### config.mk
export PLATFORM = sky130hd
export DESIGN_NAME = pc_next
export DESIGN_NICKNAME = d
export VERILOG_FILES = /design/src/rtl/pc_next.sv
export SDC_FILE = /design/constraint.sdc
export NUM_CORES = 1
export LEC_CHECK = 0
export CAP_MARGIN = 20
export CORE_MARGIN = 2
export CORE_UTILIZATION = 54
export DETAILED_ROUTE_END_ITERATION = 10
export MAX_ROUTING_LAYER = met4
export PLACE_DENSITY = 0.94
export SLEW_MARGIN = 0
export SYNTH_ARGS = -nofsm -noshare
export SYNTH_HDL_FRONTEND = slang
export SYNTH_SLANG_ARGS = --single-unit
### constraint.sdc
create_clock -name clk -period 3.7 [get_ports clk]
set_input_delay 0.37 -clock clk [delete_from_list [all_inputs] [get_ports clk]]
set_output_delay 0.37 -clock clk [all_outputs]
set_load 0.01 [all_outputs]
### src/rtl/pc_next.sv
// Program-counter next-address unit: sequential fetch, jump redirect, stall hold with pending redirect.
// Define PC_MISALIGN_TRAP_EN to trap on misaligned redirect targets instead of forcing word alignment.
module pc_next #(
  parameter logic [31:0] RESET_VECTOR = 32'h0000_0000
) (
  input  logic        clk,
  input  logic        rst_n,
  input  logic        jumpctrl,
  input  logic [31:0] jump_target,
  input  logic        stall,
  output logic [31:0] pc,
  output logic [31:0] pc_plus4,
  output logic        flush,
  output logic        fetch_valid
`ifdef PC_MISALIGN_TRAP_EN
  ,
  output logic        trap
`endif
);

  localparam logic [1:0] BOOT = 2'd0;
  localparam logic [1:0] RUN  = 2'd1;
  localparam logic [1:0] PEND = 2'd2;
`ifdef PC_MISALIGN_TRAP_EN
  localparam logic [1:0] TRAP = 2'd3;
`endif

  logic [1:0]  state, state_nx;
  logic [31:0] pending, pending_nx;
  logic [31:0] pc_nx;
  logic        flush_nx;
  logic [31:0] redirect_target;

  assign pc_plus4 = pc + 32'd4;

  // A redirect issued in the same cycle that a stall drops takes priority over the stored one.
  assign redirect_target = jumpctrl ? jump_target : pending;

  always_comb begin
    state_nx   = state;
    pc_nx      = pc;
    pending_nx = pending;
    flush_nx   = 1'b0;
    case (state)
      BOOT: state_nx = RUN;
      RUN, PEND: begin
        if (stall) begin
          if (jumpctrl) begin
            pending_nx = jump_target;
            state_nx   = PEND;
          end
        end else if (jumpctrl || (state == PEND)) begin
`ifdef PC_MISALIGN_TRAP_EN
          if (redirect_target[1:0] != 2'b00) begin
            state_nx = TRAP;
          end else begin
            pc_nx    = redirect_target;
            flush_nx = 1'b1;
            state_nx = RUN;
          end
`else
          pc_nx    = redirect_target & ~32'h3;
          flush_nx = 1'b1;
          state_nx = RUN;
`endif
        end else begin
          pc_nx = pc_plus4;
        end
      end
      default: state_nx = state;
    endcase
  end

  always_ff @(posedge clk or negedge rst_n) begin
    if (!rst_n) begin
      state   <= BOOT;
      pc      <= RESET_VECTOR;
      pending <= 32'h0;
      flush   <= 1'b0;
    end else begin
      state   <= state_nx;
      pc      <= pc_nx;
      pending <= pending_nx;
      flush   <= flush_nx;
    end
  end

  // Status flags come straight from the registered state, so reset clears them immediately.
  assign fetch_valid = (state == RUN) || (state == PEND);
`ifdef PC_MISALIGN_TRAP_EN
  assign trap = (state == TRAP);
`endif

endmodule

# ---- After elaboration in Yosys (flattened, before gate mapping)
# Index checks and enable logic that the tools add are counted.
dict set report word_totals {
  reg_bits 67
  input_bits 36
  output_inout_bits 66
  elab_cells 29
}
dict set report op_classes {
  n_addsub 1
  n_eq_ne 4
  mux 9
  n_bitwise 1
  n_reduce_logical 9
}
# operator count
set op_table {}
lappend op_table {{32-bit two-way mux} 2}
lappend op_table {{32-bit by 3-bit adder with 32-bit output, second input constant} 1}
lappend op_table {{2-bit two-way mux} 3}
lappend op_table {{3-bit inequality test, second input constant} 2}
lappend op_table {{3-bit AND reduction} 2}
lappend op_table {{2-bit case mux with 2 select lines} 1}
lappend op_table {{2-bit AND reduction} 2}
lappend op_table {{1-bit two-way mux} 3}
lappend op_table {{2-bit by 1-bit equality test with 1-bit output, second input constant} 1}
lappend op_table {{2-bit equality test, second input constant} 1}
lappend op_table {{2-bit zero test} 1}
lappend op_table {{1-bit logical OR} 2}
lappend op_table {{2-bit nonzero test} 1}
lappend op_table {{2-bit OR reduction} 1}
lappend op_table {{1-bit inverter} 1}

# ---- Longest topological paths before layout
dict set report depth {
  ltp_word 5
  mapped_depth 8
  mapped_depth_nobuf 6
}

# ---- Least setup slack after synthesis
# OpenSTA, ideal clock, no wires.
dict set report synth_path {
  path_kind {reg-to-output}
  from {reg pc[2]}
  to {out pc_plus4[22]}
  arrival_time_ns 1.802
  required_ns 3.330
  path_slack_ns 1.528
  path_stages_with_launch 7
  n_path_buf 1
  cell_sequence {dfrtp_1 > ha_1 > nand3_1 > nor2_1 > clkbuf_1 > nand3_1 > xnor2_1}
}
dict set report synth_between {
  elab_chain_cells 1
}
# element line_no
set synth_rtl {}
lappend synth_rtl {{start: declaration} 11} ;# output logic [31:0] pc,
lappend synth_rtl {{start signal: assignment} 82} ;# pc <= pc_nx;
lappend synth_rtl {{32-bit by 3-bit adder with 32-bit output} 34} ;# assign pc_plus4 = pc + 32'd4;
lappend synth_rtl {{end: declaration} 12} ;# output logic [31:0] pc_plus4,
# Every way passes these cells.

# ---- Worst setup path after layout
dict set report layout_path {
  from {reg pc[2]}
  to {out pc_plus4[18]}
}
# The elaborated chain is that of the path after synthesis.

==> impl_results.md <==
* Total CTS buffers at 9
* Area Overhead vs Synth at 28.3%
* Crit path top cell by count: nand3_1
* Most frequent cells in the layout: clkdlybuf4s50_1, dfrtp_1, nand2_1, a21oi_1, mux2_2
* Fin crit share at 0.903
* Final Max Tran Viols at 0
* Final worst slack at 0.359 ns
* Hold Buf Count CTS at 0
* Buf/Inv on CP at 1
* Critical path fanouts, max at 8
* Commonest non-fill, non-tap cell in the layout: clkdlybuf4s50_1
* CP endpoint kind: output port
* Post-synth ARST share at 1.00
* Setup repair bufs after CTS at 0
* Synthesized area at slightly above 0.004 mm2
* Vias in the first global route at around 3800
* Synth warn at 0
* HPWL after DPL at 8530 um
* Routed Antenna Nets at 0
* First-pass GRT wire length at 19500 um
* Peak supply drop at 0.000357 V
* Root buf cell: clkbuf_8
* Synth Flop Type: dfrtp_1
* Worst path max stage delay at 0.57 ns
* Post-synth EDFFs at 0
* Finish-stage setup viols at 0
* Ranking of synthesized cells by area: dfrtp_1, mux2_2, xnor2_1
* WHS at 0.0534 ns
* Setup_tns at 0 ns
* Sequential fraction of the synthesis area at 0.384
* Layout cells sized above 1 at 0.125
* Fin crit period at 3.34 ns
* Post-layout util at 0.722
* H-tree levels at 3
* Synth area leader: dfrtp_1
* Worst path required time at 3.33 ns
* Largest net degree at the start of global routing at 52
* Outcome: complete, no violations
* CTS tree: yes
* Worst hold path type: input port to async pin
* Cell row count at 31
* Via count at 4117
* Distinct cells, synth at ~60
* Setup CP Type: flop to output port
* Remaining DRCs at 0
* Worst-path clk slew at roughly 0.070 ns
* Final Hold Violating Endpoints at 0
* Final Power at roughly 4.3 mW
* Input/output buffers at 95
* Delay-heaviest family, CP: simple AND/OR/NAND/NOR gates
* CP arrival at 2.97 ns
* Slew margin rel. at 0.355
* Clock tree sinks at 63
* DIE WIDTH at 91.2 um
* Worst skew pair latency at 0.34 ns
* N_diodes at 0
* Post-Place Setup Slack at 0.791 ns
* RR Startpoint: state[0]$_DFFE_PN0P_
* Initial core utilization at 0.563
* Vias per cell at 6.38
* Nets at 580
* CTS max path bufs at 2
* Syn avg cell area at 8.87 um2
* Cts repair resizes at 0
* Worst Clk Skew at 0.00958 ns
* Die span in y at 91.2 um
* Global route total overflow at 0
* Drt initial violations at around 460
* Fmax achieved at 299 MHz
* Max Cap Viol at 0
* CP startpoint: pc[2]$_DFFE_PN0P_
* Drt pass-1 iters at 8
* Full die area at approximately 0.0083 mm2
* CP cell instances: ha_1 > nand3_1 > nor4_2 > nand3_1 > xnor2_1 > clkdlybuf4s50_1
* Synth top area share at 0.384
* Initial antenna violation count at 0
* Leak Pwr at 2.02 nW
* Drt total wl at 12100 um
* #FFs+latches synth at 63
* Core area at about 0.0073 mm2
* Worst-Margin Slew at 0.968 ns
* Critical Path Source Type: flop
* Drt wl/cell at 18.7 um
* Fillcell total at 546
* RSZ-0062 raised after global routing: no
* Slowest CP cell: nor4_2
* Post-Synthesis Cells at 463
* Ports at 102
* Power per cell area at 809 mW/mm2
* Final GP Congestion at 0.963
* GRT Util Overall at 0.299
==> flip-flops by register name, summed over array words and instances, names as in the netlist <==
name	flops
flush	1
pending	30
pc	30
state	2
==> metal layers <==
metal  wire [um]  track usage  up-vias
met5           0            -        -
met4         313        0.112        0
met3        1180       0.0714       30
met2        5760        0.462      248
met1        4820        0.385     1983
li1            -            -     1856
==> area by class of cell <==
cell class / instances / area, um2 / share of cell area
clock buffer: 12 / 145 / 0.0276
clock inverter: 4 / 45.0 / 0.00855
inverter: 12 / 45.0 / 0.00855
multi-input combinational: 350 / 2320 / 0.440
sequential: 63 / 1580 / 0.299
tap: 99 / 124 / 0.0235
timing repair buffer: 105 / 1020 / 0.193
==> stage by stage <==
stage | cells | area (um2)
finish | 645 | 5270
global route | 645 | 5270
CTS | 645 | 5270
detailed placement | 629 | 5080
global placement | 629 | 5080
floorplan | 466 | 4120
==> power by group <==
part           leakage (nW)  internal [mW]  switching, mW
clock network         0.100          0.327          0.265
logic                  1.18           1.17           1.03
registers             0.740           1.03          0.440
==> cells by family after synthesis <==
| family | after synthesis | synth area share |
|---|---|---|
| compound gates | 113 | 0.176 |
| mux | 32 | 0.0871 |
| flops | 63 | 0.384 |
| other cells | 1 | 0.000913 |
| xor+xnor | 26 | 0.0555 |
| fa+ha+maj | 3 | 0.00914 |
| simple gates | 172 | 0.232 |
| buf+inv | 53 | 0.0548 |
==> Yosys cell counts (all sizes together) (6+ instances only) <==
master and n:
a21oi 37, o211ai 7, dfrtp 63, mux2 30, nand2b 6, inv 12, xnor2 22, and3 7
o31ai 6, nor2 21, nand4 18, nor4 7, and4 6, o21ai 24, a211oi 6, o311ai 9
clkbuf 26, nor3 10, nand3 17, buf 15, a31oi 7, nand2 49, nand3b 10
==> path summary, 6_finish.rpt <==
kind                       cells after the start  slack [ns]                 endpoint
max                                            6        0.36             pc_plus4[18]
max reg2reg                                    6        1.03       pc[26]$_DFFE_PN0P_
max in group asynchronous                      2        2.71       pc[15]$_DFFE_PN0P_
min                                            1        0.05  pending[31]$_DFFE_PN0P_
min in group clk                               1        0.50   pending[7]$_DFFE_PN0P_
min reg2reg                                    1        0.50   pending[7]$_DFFE_PN0P_
No activity file was read; power rests on OpenSTA's default activity.
